### src/rtl/neo_pkg.sv
// -----------------------------------------------------------------------------
// neo_pkg
// Shared definitions for the NeoPixel pattern subsystem: pixel count, colour
// channel encodings, brightness levels, the port arbiter state type and the
// counter widths used by the arbiter.
// No ports (package).
// -----------------------------------------------------------------------------
package neo_pkg;

   localparam int NUM_PIXELS = 5;

   typedef enum logic [1:0] {
      COLOR_R = 2'd0,
      COLOR_G = 2'd1,
      COLOR_B = 2'd2
   } color_index_t;

   localparam logic [7:0] LEVEL_OFF  = 8'h00;
   localparam logic [7:0] LEVEL_LOW  = 8'h05;
   localparam logic [7:0] LEVEL_MID  = 8'h10;
   localparam logic [7:0] LEVEL_HIGH = 8'h20;

   typedef enum logic [1:0] {
      IDLE    = 2'd0,
      OWN     = 2'd1,
      SEND    = 2'd2,
      RELEASE = 2'd3
   } arb_state_t;

   localparam int FRAME_CNT_W = 16;
   localparam int HOLD_CNT_W  = 23;

   // Width of a requester index for 2..4 requesters.
   function automatic int idx_width(input int num_req);
      return (num_req > 2) ? 2 : 1;
   endfunction

endpackage

### src/rtl/neo_counter.sv
// -----------------------------------------------------------------------------
// neo_counter
// Generic up-counter with synchronous clear; wraps naturally at 2**WIDTH.
// Ports:
//   clock  in   system clock
//   reset  in   synchronous active-high reset (count -> 0)
//   clear  in   synchronous clear (count -> 0), has priority over inc
//   inc    in   increment enable
//   count  out  current count value
// -----------------------------------------------------------------------------
module neo_counter #(
   parameter int WIDTH = 16
) (
   input  logic             clock,
   input  logic             reset,
   input  logic             clear,
   input  logic             inc,
   output logic [WIDTH-1:0] count
);

   logic [WIDTH-1:0] count_q;
   logic [WIDTH-1:0] count_d;

   always_comb begin
      count_d = count_q;
      if (clear) begin
         count_d = '0;
      end else if (inc) begin
         count_d = count_q + WIDTH'(1);
      end
   end

   always_ff @(posedge clock) begin
      if (reset) begin
         count_q <= '0;
      end else begin
         count_q <= count_d;
      end
   end

   assign count = count_q;

endmodule

### src/rtl/neo_rr_picker.sv
// -----------------------------------------------------------------------------
// neo_rr_picker
// Combinational round-robin selector: picks the first set request bit strictly
// after last_owner, wrapping around to bit 0.
// Ports:
//   req         in   request vector
//   last_owner  in   index of the most recent owner
//   pick        out  one-hot winner (zero when no request)
//   valid       out  at least one request is pending
// -----------------------------------------------------------------------------
module neo_rr_picker
   import neo_pkg::*;
#(
   parameter  int NUM_REQ = 2,
   localparam int IDX_W   = idx_width(NUM_REQ)
) (
   input  logic [NUM_REQ-1:0] req,
   input  logic [IDX_W-1:0]   last_owner,
   output logic [NUM_REQ-1:0] pick,
   output logic               valid
);

   localparam logic [NUM_REQ-1:0] ONE = NUM_REQ'(1);

   logic [NUM_REQ-1:0] upper_mask;
   logic [NUM_REQ-1:0] upper_req;
   logic [NUM_REQ-1:0] src;

   // Bits strictly above last_owner have priority; if none of them request,
   // the search wraps to the full vector starting at bit 0.
   generate
      for (genvar gi = 0; gi < NUM_REQ; gi++) begin : g_mask
         assign upper_mask[gi] = (IDX_W'(gi) > last_owner);
      end
   endgenerate

   always_comb begin
      upper_req = req & upper_mask;
      src       = (|upper_req) ? upper_req : req;
      // Isolate the lowest set bit.
      pick      = src & (~src + ONE);
      valid     = |req;
   end

endmodule

### src/rtl/neo_port_arbiter.sv
// -----------------------------------------------------------------------------
// neo_port_arbiter
// Shares the single NeoPixel driver load/send port between NUM_REQ pattern
// producers. A grant is frame-atomic: the owner keeps the port from its first
// load until the driver reports done_wait for its send. Owners rotate
// round-robin, with a one-cycle RELEASE bubble between frames.
//
// Optional build macro: NEO_ARB_TIMEOUT_EN
//   Defined   : a hold watchdog revokes a grant that sits in OWN for
//               TIMEOUT_CYCLES cycles without an accepted send (timeout_err
//               pulses for one cycle).
//   Undefined : no watchdog logic; timeout_err is constant 0.
//
// Ports:
//   clock, reset              clock and synchronous active-high reset
//   req[NUM_REQ]              per-requester request, held until done
//   req_load_color/send_it    per-requester strobes
//   req_pixel/color_index,
//   req_color_level           flattened per-requester data (slice i = req i)
//   gnt                       one-hot grant, zero when no owner
//   req_ready_to_load/send    driver ready routed to the owner only
//   req_done                  one-cycle pulse to the owner at frame end
//   ready_to_load/send,
//   done_wait                 status from the driver
//   load_color, send_it,
//   pixel/color_index,
//   color_level               command/data to the driver
//   frames_sent               completed frame count (wraps)
//   timeout_err               one-cycle pulse on watchdog revoke
// -----------------------------------------------------------------------------
module neo_port_arbiter
   import neo_pkg::*;
#(
   parameter int NUM_REQ        = 2,
   parameter int TIMEOUT_CYCLES = 5000000
) (
   input  logic                   clock,
   input  logic                   reset,
   input  logic [NUM_REQ-1:0]     req,
   input  logic [NUM_REQ-1:0]     req_load_color,
   input  logic [NUM_REQ-1:0]     req_send_it,
   input  logic [3*NUM_REQ-1:0]   req_pixel_index,
   input  logic [2*NUM_REQ-1:0]   req_color_index,
   input  logic [8*NUM_REQ-1:0]   req_color_level,
   output logic [NUM_REQ-1:0]     gnt,
   output logic [NUM_REQ-1:0]     req_ready_to_load,
   output logic [NUM_REQ-1:0]     req_ready_to_send,
   output logic [NUM_REQ-1:0]     req_done,
   input  logic                   ready_to_load,
   input  logic                   ready_to_send,
   input  logic                   done_wait,
   output logic                   load_color,
   output logic                   send_it,
   output logic [2:0]             pixel_index,
   output logic [1:0]             color_index,
   output logic [7:0]             color_level,
   output logic [FRAME_CNT_W-1:0] frames_sent,
   output logic                   timeout_err
);

   localparam int IDX_W = idx_width(NUM_REQ);

   arb_state_t       state_q, state_d;
   logic [IDX_W-1:0] owner_q, owner_d;
   logic [IDX_W-1:0] last_owner_q, last_owner_d;

   logic [NUM_REQ-1:0] pick;
   logic               pick_valid;
   logic [IDX_W-1:0]   pick_idx;

   logic               hold_expired;
   logic               timeout_fire;
   logic               frame_done;

   // Per-requester data unpacked so the owner slice can be selected by index.
   logic [2:0] pixel_arr [NUM_REQ];
   logic [1:0] color_arr [NUM_REQ];
   logic [7:0] level_arr [NUM_REQ];

   generate
      for (genvar gi = 0; gi < NUM_REQ; gi++) begin : g_unpack
         assign pixel_arr[gi] = req_pixel_index[gi*3 +: 3];
         assign color_arr[gi] = req_color_index[gi*2 +: 2];
         assign level_arr[gi] = req_color_level[gi*8 +: 8];
      end
   endgenerate

   neo_rr_picker #(
      .NUM_REQ (NUM_REQ)
   ) u_picker (
      .req        (req),
      .last_owner (last_owner_q),
      .pick       (pick),
      .valid      (pick_valid)
   );

   always_comb begin
      pick_idx = '0;
      for (int i = 0; i < NUM_REQ; i++) begin
         if (pick[i]) begin
            pick_idx = IDX_W'(i);
         end
      end
   end

   // The grant is a pure function of state and owner, so it drops in the
   // same edge that enters RELEASE or IDLE.
   always_comb begin
      gnt = '0;
      if ((state_q == OWN) || (state_q == SEND)) begin
         gnt[owner_q] = 1'b1;
      end
   end

   assign req_ready_to_load = gnt & {NUM_REQ{ready_to_load}};
   assign req_ready_to_send = gnt & {NUM_REQ{ready_to_send}};

   always_comb begin
      state_d      = state_q;
      owner_d      = owner_q;
      last_owner_d = last_owner_q;
      load_color   = 1'b0;
      send_it      = 1'b0;
      pixel_index  = '0;
      color_index  = '0;
      color_level  = '0;
      req_done     = '0;
      timeout_fire = 1'b0;

      case (state_q)
         IDLE: begin
            if (pick_valid) begin
               owner_d = pick_idx;
               state_d = OWN;
            end
         end

         OWN: begin
            load_color  = req_load_color[owner_q];
            pixel_index = pixel_arr[owner_q];
            color_index = color_arr[owner_q];
            color_level = level_arr[owner_q];
            // An accepted send wins over a same-cycle request drop and over
            // the watchdog; an unaccepted send is simply dropped.
            if (req_send_it[owner_q] && ready_to_send) begin
               send_it = 1'b1;
               state_d = SEND;
            end else if (!req[owner_q]) begin
               state_d = RELEASE;
            end else if (hold_expired) begin
               timeout_fire = 1'b1;
               state_d      = RELEASE;
            end
         end

         SEND: begin
            // The frame is already on the wire: request drops are ignored
            // until the driver finishes its latch interval.
            if (done_wait) begin
               req_done[owner_q] = 1'b1;
               state_d           = RELEASE;
            end
         end

         RELEASE: begin
            last_owner_d = owner_q;
            state_d      = IDLE;
         end

         default: begin
            state_d = IDLE;
         end
      endcase
   end

   assign frame_done = (state_q == SEND) && done_wait;

   always_ff @(posedge clock) begin
      if (reset) begin
         state_q      <= IDLE;
         owner_q      <= '0;
         last_owner_q <= IDX_W'(NUM_REQ - 1);
      end else begin
         state_q      <= state_d;
         owner_q      <= owner_d;
         last_owner_q <= last_owner_d;
      end
   end

   neo_counter #(
      .WIDTH (FRAME_CNT_W)
   ) u_frames (
      .clock (clock),
      .reset (reset),
      .clear (1'b0),
      .inc   (frame_done),
      .count (frames_sent)
   );

`ifdef NEO_ARB_TIMEOUT_EN
   logic [HOLD_CNT_W-1:0] hold_count;

   // Held at zero outside OWN, so the first OWN cycle reads 0 and the
   // TIMEOUT_CYCLES-th OWN cycle reads TIMEOUT_CYCLES-1.
   neo_counter #(
      .WIDTH (HOLD_CNT_W)
   ) u_hold (
      .clock (clock),
      .reset (reset),
      .clear (state_q != OWN),
      .inc   (state_q == OWN),
      .count (hold_count)
   );

   assign hold_expired = (state_q == OWN) &&
                         (hold_count == HOLD_CNT_W'(TIMEOUT_CYCLES - 1));
   assign timeout_err  = timeout_fire;
`else
   logic unused_timeout;

   assign hold_expired   = 1'b0;
   assign timeout_err    = 1'b0;
   assign unused_timeout = timeout_fire ^ (TIMEOUT_CYCLES != 0);
`endif

endmodule

### config.mk
export PLATFORM = sky130hd
export DESIGN_NAME = neo_port_arbiter
export DESIGN_NICKNAME = d
export VERILOG_FILES = /design/src/rtl/neo_pkg.sv /design/src/rtl/neo_counter.sv /design/src/rtl/neo_rr_picker.sv /design/src/rtl/neo_port_arbiter.sv
export SDC_FILE = /design/constraint.sdc
export NUM_CORES = 1
export LEC_CHECK = 0
export BUFFER_PORTS_ARGS = -buffer_cell sky130_fd_sc_hd__buf_2
export CELL_PAD_IN_SITES_DETAIL_PLACEMENT = 0
export CELL_PAD_IN_SITES_GLOBAL_PLACEMENT = 1
export CORE_MARGIN = 10
export CORE_UTILIZATION = 32
export DETAILED_ROUTE_END_ITERATION = 10
export PLACE_DENSITY_LB_ADDON = 0.08
export REMOVE_ABC_BUFFERS = 1
export SYNTH_ARGS = -nofsm -noshare
export SYNTH_HDL_FRONTEND = slang
export SYNTH_SLANG_ARGS = --single-unit
### constraint.sdc
create_clock -name clock -period 4.03 [get_ports clock]
set_clock_uncertainty 0.15 [all_clocks]
set_input_delay 0.806 -clock clock [delete_from_list [all_inputs] [get_ports clock]]
set_output_delay 0.806 -clock clock [all_outputs]
set_load 0.02 [all_outputs]
==> results of run 1 <==
==> worst max-delay path by stage <==
stage / from / to / slack [ps] / depth (start not counted)
global route: owner_q$_SDFFE_PP0P_ / send_it / 1290 / 5
detailed placement: req_send_it[0] / send_it / 1600 / 5
global placement: req_send_it[1] / send_it / 1600 / 5
finish: owner_q$_SDFFE_PP0P_ / send_it / 1430 / 5
CTS: owner_q$_SDFFE_PP0P_ / send_it / 1400 / 5
floorplan: owner_q$_SDFFE_PP0P_ / send_it / 1580 / 3
==> logic make-up after synthesis <==
group | Yosys count | share of synthesized area, %
AND/OR/NAND/NOR | 72 | 27.51
multiplexers | 20 | 15.83
flip-flops | 20 | 30.89
buffers and inverters | 17 | 5.985
AO/OA/AOI/OAI | 12 | 6.950
XOR/XNOR | 10 | 6.756
adder cells (fa/ha/maj) | 6 | 5.791
other | 1 | 0.2893
==> cell type report <==
class / instances / area [um2] / share of cell area (%)
multi-input combinational: 121 / 818.3 / 46.78
sequential: 20 / 400.4 / 22.89
timing repair buffer: 76 / 382.9 / 21.89
tap: 50 / 62.56 / 3.577
clock buffer: 4 / 55.05 / 3.147
inverter: 8 / 30.03 / 1.717
==> registers in the layout, summed over array words and instances, names as in the netlist <==
signal          flops
state_q             2
owner_q             1
last_owner_q        1
u_frames.count     16
==> critical path, cell delays in order (launching register included) <==
cell,delay (ps)
dfxtp_1,380
buf_4,300
mux2_2,370
nand2_1,110
nor2_1,50
buf_2,170
==> stage by stage <==
step                std cells  power [mW]
CTS                       279      0.7792
global placement          275      0.6157
finish                    279      0.7648
floorplan                 149      0.4866
global route              279      0.8171
detailed placement        275      0.6213
==> cell usage in the layout, fill, tap and decap left out, types with 2 or more instances in the layout <==
| cell | synthesis | final |
|---|---|---|
| buf_2 | 2 | 75 |
| nor2_1 | 30 | 30 |
| dfxtp_1 | 20 | 20 |
| mux2i_1 | 16 | 16 |
| nand2_1 | 14 | 14 |
| xor2_1 | 10 | 10 |
| inv_1 | 8 | 8 |
| nand4_1 | 6 | 6 |
| ha_1 | 6 | 6 |
| and2_1 | 4 | 4 |
| mux2_2 | 4 | 4 |
| nand3_1 | 4 | 4 |
| clkbuf_8 | 0 | 4 |
| and3_1 | 3 | 3 |
| a21oi_1 | 3 | 3 |
| nor2b_1 | 2 | 2 |
| and4_1 | 2 | 2 |
| nor4_1 | 2 | 2 |
==> routing by layer <==
metal	global-route usage, %	vias up	part of all wire (%)
met1	10.62	600	38
met3	4.590	4	7.4
met5	0	-	0
met2	19.86	31	54
li1	-	683	-
met4	1.826	0	0.53
==> power breakdown <==
part	switching, mW	internal (mW)	leakage [nW]
logic	0.244	0.141	0.665
registers	0.0151	0.212	0.162
clock network	0.0652	0.0869	0.0288
total	0.324	0.440	0.856
==> results.sh, run 1 <==
export IMPL_status="finished, final reports clean"
export IMPL_slew_viol_final=0
export IMPL_syn_inst=158
export IMPL_vias=1318
export IMPL_startpoint_type="flop"
export IMPL_synthArstFlopShare_pct=0
export IMPL_holdPathStages=2
export IMPL_setup_viol=0
export IMPL_yosys_warnings=0
export IMPL_viasPerCell=4.724
export IMPL_worstPathArrival_ps=1640
export IMPL_p_per_area_nw_per_um2=437.2
export IMPL_cts_max_level=1
export IMPL_worstSetupPathType="reg -> out"
export IMPL_grtUsageTotal_pct=10.60
export IMPL_fin_crit_ps=2598
export IMPL_drive_gt1_share_pct=37.99
export IMPL_clkSinkCount=20
export IMPL_fin_ws_ps=1432
export IMPL_root_buffer="clkbuf_8"
export IMPL_drc=0
export IMPL_rsz0062_at_grt="false"
export IMPL_place_hpwl_um=3285
export IMPL_fin_area_um2=1749
export IMPL_synth_most_common_cell="nor2_1"
export IMPL_fin_util_pct=44.05
export IMPL_routed_wl_um=3948
export IMPL_rrSetupSlack_ps=1860
export IMPL_syn_area_per_cell_um2=8.204
export IMPL_final_hold_viol_count=0
export IMPL_gp_congestion=0.7255
export IMPL_hold_path_end="last_owner_q$_SDFFE_PP1N_"
export IMPL_drt_iter0_markers=36
export IMPL_grt_ovfl_total=0
export IMPL_numCtsBuffers=3
export IMPL_cap_violations=0
export IMPL_placed_area_um2=1694
export IMPL_clock_path_buffers=2
export IMPL_antenna_found_initial=0
export IMPL_yosys_area_top_type="dfxtp_1"
export IMPL_dieArea_um2=6996
export IMPL_grt_pass1_wl_um=6279
export IMPL_core_area_um2=3971
export IMPL_cts_tree="built"
export IMPL_die_h_um=83.65
export IMPL_whs_ps=336.4
export IMPL_hold_buffers=0
export IMPL_synth_ff_type="dfxtp_1"
export IMPL_post_cts_resized=0
export IMPL_worstSetupEndpointType="primary output"
export IMPL_rr_worst_depth=6
export IMPL_synth_cell_types=36
export IMPL_grt_pass1_vias=1319
export IMPL_synth_seq_cells=20
export IMPL_portBuffers=75
export IMPL_path_max_fanout=21
export IMPL_areaGrowthSynthToFinish_pct=34.94
export IMPL_leakage_nw=0.8560
export IMPL_rows=23
export IMPL_antennaDiodeCount=0
export IMPL_dp_worst_setup_slack_ps=1598
export IMPL_path_clk_slew_ps=70
export IMPL_cp_required_ps=3070
export IMPL_synth_top_area_share_pct=30.89
export IMPL_worstSkewPairLatency_ps=260
export IMPL_hp_class="reg -> reg"
export IMPL_fp_dieW_um=83.65
export IMPL_dr_pass1_iters=4
export IMPL_timing_rr_start="state_q[0]$_SDFFE_PP0P_"
export IMPL_yosysSeqAreaShare_pct=30.89
export IMPL_final_nets=273
export IMPL_start_util_pct=32.64
export IMPL_synthTopCellsByCount="nor2_1 (30), dfxtp_1 (20), mux2i_1 (16), nand2_1 (14), xor2_1 (10)"
export IMPL_period_share_pct=64.46
export IMPL_synthTopCellsByArea="dfxtp_1 (31%), mux2i_1 (12%), nor2_1 (8.7%)"
export IMPL_drtAntennaViolNets=0
export IMPL_hp_start="last_owner_q$_SDFFE_PP1N_"
export IMPL_synth_edff_count=0
export IMPL_finalSetupTns_ps=0
export IMPL_grt_max_degree=22
export IMPL_regToRegEndpoint="u_frames.count[15]$_SDFFE_PP0P_"
export IMPL_peakVddDrop_mv=0.1699
export IMPL_nFillCells=432
export IMPL_synth_area_um2=1296
export IMPL_ios=77
export IMPL_wl_per_cell_um=14.15
export IMPL_fmaxAchievable_ghz=0.3850
export IMPL_postCtsSetupBuffers=0
(Power assumes the default switching activity.)
==> run 2, diff against run 1 <==
- CORE_UTILIZATION: 32 -> 27
- clock period: 4.03 -> 2.36 ns (I/O delays scaled with it)
==> run 2 against run 1 <==
- clock power increased by 70%
- final area increased by 1.3%
- worst setup slack got worse by 1300 ps
- global-route usage decreased by 0.18 points
- critical path depth unchanged
- critical path type unchanged
- critical endpoint is now req_ready_to_load[0]
- largest cell class unchanged
- highest routed layer unchanged
==> results.sh, run 2 (same netlist as run 1, synthesis figures left out) <==
export IMPL_placed_area_um2=1714
export IMPL_fin_util_pct=37.76
export IMPL_dieArea_um2=7973
export IMPL_power_mw=1.317
export IMPL_worstSetupPathType="reg -> out"
export IMPL_period_share_pct=95.11
export IMPL_vias=1321
export IMPL_status="finished, final reports clean"
export IMPL_numCtsBuffers=3
export IMPL_antenna_found_initial=0
export IMPL_whs_ps=335.1
export IMPL_post_cts_resized=0
export IMPL_antennaDiodeCount=0
export IMPL_portBuffers=75
export IMPL_p_per_area_nw_per_um2=743.5
export IMPL_root_buffer="clkbuf_8"
export IMPL_leakage_nw=0.8674
export IMPL_grtUsageTotal_pct=10.42
export IMPL_gp_congestion=0.7320
export IMPL_areaGrowthSynthToFinish_pct=36.68
export IMPL_worstPathArrival_ps=1620
export IMPL_core_area_um2=4692
export IMPL_viasPerCell=4.635
export IMPL_hold_buffers=0
export IMPL_setup_viol=0
export IMPL_cp_required_ps=1740
export IMPL_routed_wl_um=3993
export IMPL_slew_viol_final=0
export IMPL_ios=77
export IMPL_cts_max_level=1
export IMPL_dp_worst_setup_slack_ps=339.3
export IMPL_dr_pass1_iters=4
export IMPL_drc=0
export IMPL_grt_ovfl_total=0
export IMPL_cts_tree="built"
export IMPL_grt_pass1_wl_um=6679
export IMPL_fin_ws_ps=115.4
export IMPL_drt_iter0_markers=29
export IMPL_fin_area_um2=1772
export IMPL_wl_per_cell_um=14.01
export IMPL_hp_class="reg -> reg"
export IMPL_postCtsSetupBuffers=0
export IMPL_final_hold_viol_count=0
export IMPL_fmaxAchievable_ghz=0.4455
export IMPL_rows=25
export IMPL_drtAntennaViolNets=0
export IMPL_die_h_um=89.29
export IMPL_final_cell_mix="buf_2 (75), nor2_1 (30), dfxtp_1 (20)"
export IMPL_clock_path_buffers=2
export IMPL_peakVddDrop_mv=0.3491
export IMPL_largest_register_ffs=16
export IMPL_fp_dieW_um=89.29
export IMPL_worstSetupEndpointType="primary output"
export IMPL_grt_max_degree=21
export IMPL_place_hpwl_um=3368
export IMPL_path_clk_slew_ps=70
export IMPL_final_nets=275
export IMPL_start_util_pct=27.63
export IMPL_clkSinkCount=20
export IMPL_fin_crit_ps=2245
export IMPL_nFillCells=502
export IMPL_holdPathStages=2
export IMPL_final_common_cell="buf_2"
export IMPL_cap_violations=0
export IMPL_drive_gt1_share_pct=38.96
export IMPL_startpoint_type="flop"
export IMPL_worstSkewPairLatency_ps=250
export IMPL_rsz0062_at_grt="true"
export IMPL_path_max_fanout=5
export IMPL_rr_worst_depth=6
export IMPL_grt_pass1_vias=1514
-- run 2: cell count changes in the layout (fill, tap and decap cells not counted) --
| cell | change |
|---|---|
| nor2b_2 | +1 |
| nor2b_1 | -1 |
| buf_4 | +2 |
-- run 2: cell type report --
cell class	count	area (um2)	area share [%]
Inverter	8	30.03	1.695
Multi-Input combinational cell	121	820.8	46.33
Timing Repair Buffer	78	397.9	22.46
Sequential cell	20	400.4	22.60
Tap cell	54	67.56	3.814
Clock buffer	4	55.05	3.107
-- run 2: worst max-delay path, cell delays in order, from the launching register on --
cell and delay [ps]:
dfxtp_1 380, inv_1 120, ha_1 370, nor2b_2 190, and2_1 160, buf_2 150
-- run 2: where the power goes --
group | leakage [nW] | internal (mW) | switching, mW
registers | 0.162 | 0.362 | 0.0247
logic | 0.677 | 0.253 | 0.419
clock network | 0.0288 | 0.148 | 0.110
total | 0.867 | 0.763 | 0.554
-- run 2: layer usage --
layer	vias up	wire length [um]	track usage (%)
met3	2	511	5.834
met2	59	1802	17.36
met4	0	41	3.468
met1	578	1637	10.85
li1	682	-	-
met5	-	0	0
-- run 2: path summary, 6_finish.rpt --
kind,from,to,slack (ps)
worst min register to register,last_owner_q$_SDFFE_PP1N_,last_owner_q$_SDFFE_PP1N_,340
worst max register to register,state_q[0]$_SDFFE_PP0P_,u_frames.count[15]$_SDFFE_PP0P_,340
worst min-delay path,last_owner_q$_SDFFE_PP1N_,last_owner_q$_SDFFE_PP1N_,340
worst max-delay path,state_q[0]$_SDFFE_PP0P_,req_ready_to_load[0],120
-- run 2: stage by stage --
step | setup TNS [ps] | instances
6_report | 0 | 285
5_1_grt | -29.16 | 285
4_1_cts | 0 | 285
3_5_place_dp | 0 | 281
3_3_place_gp | 0 | 281
2_1_floorplan | 0 | 149
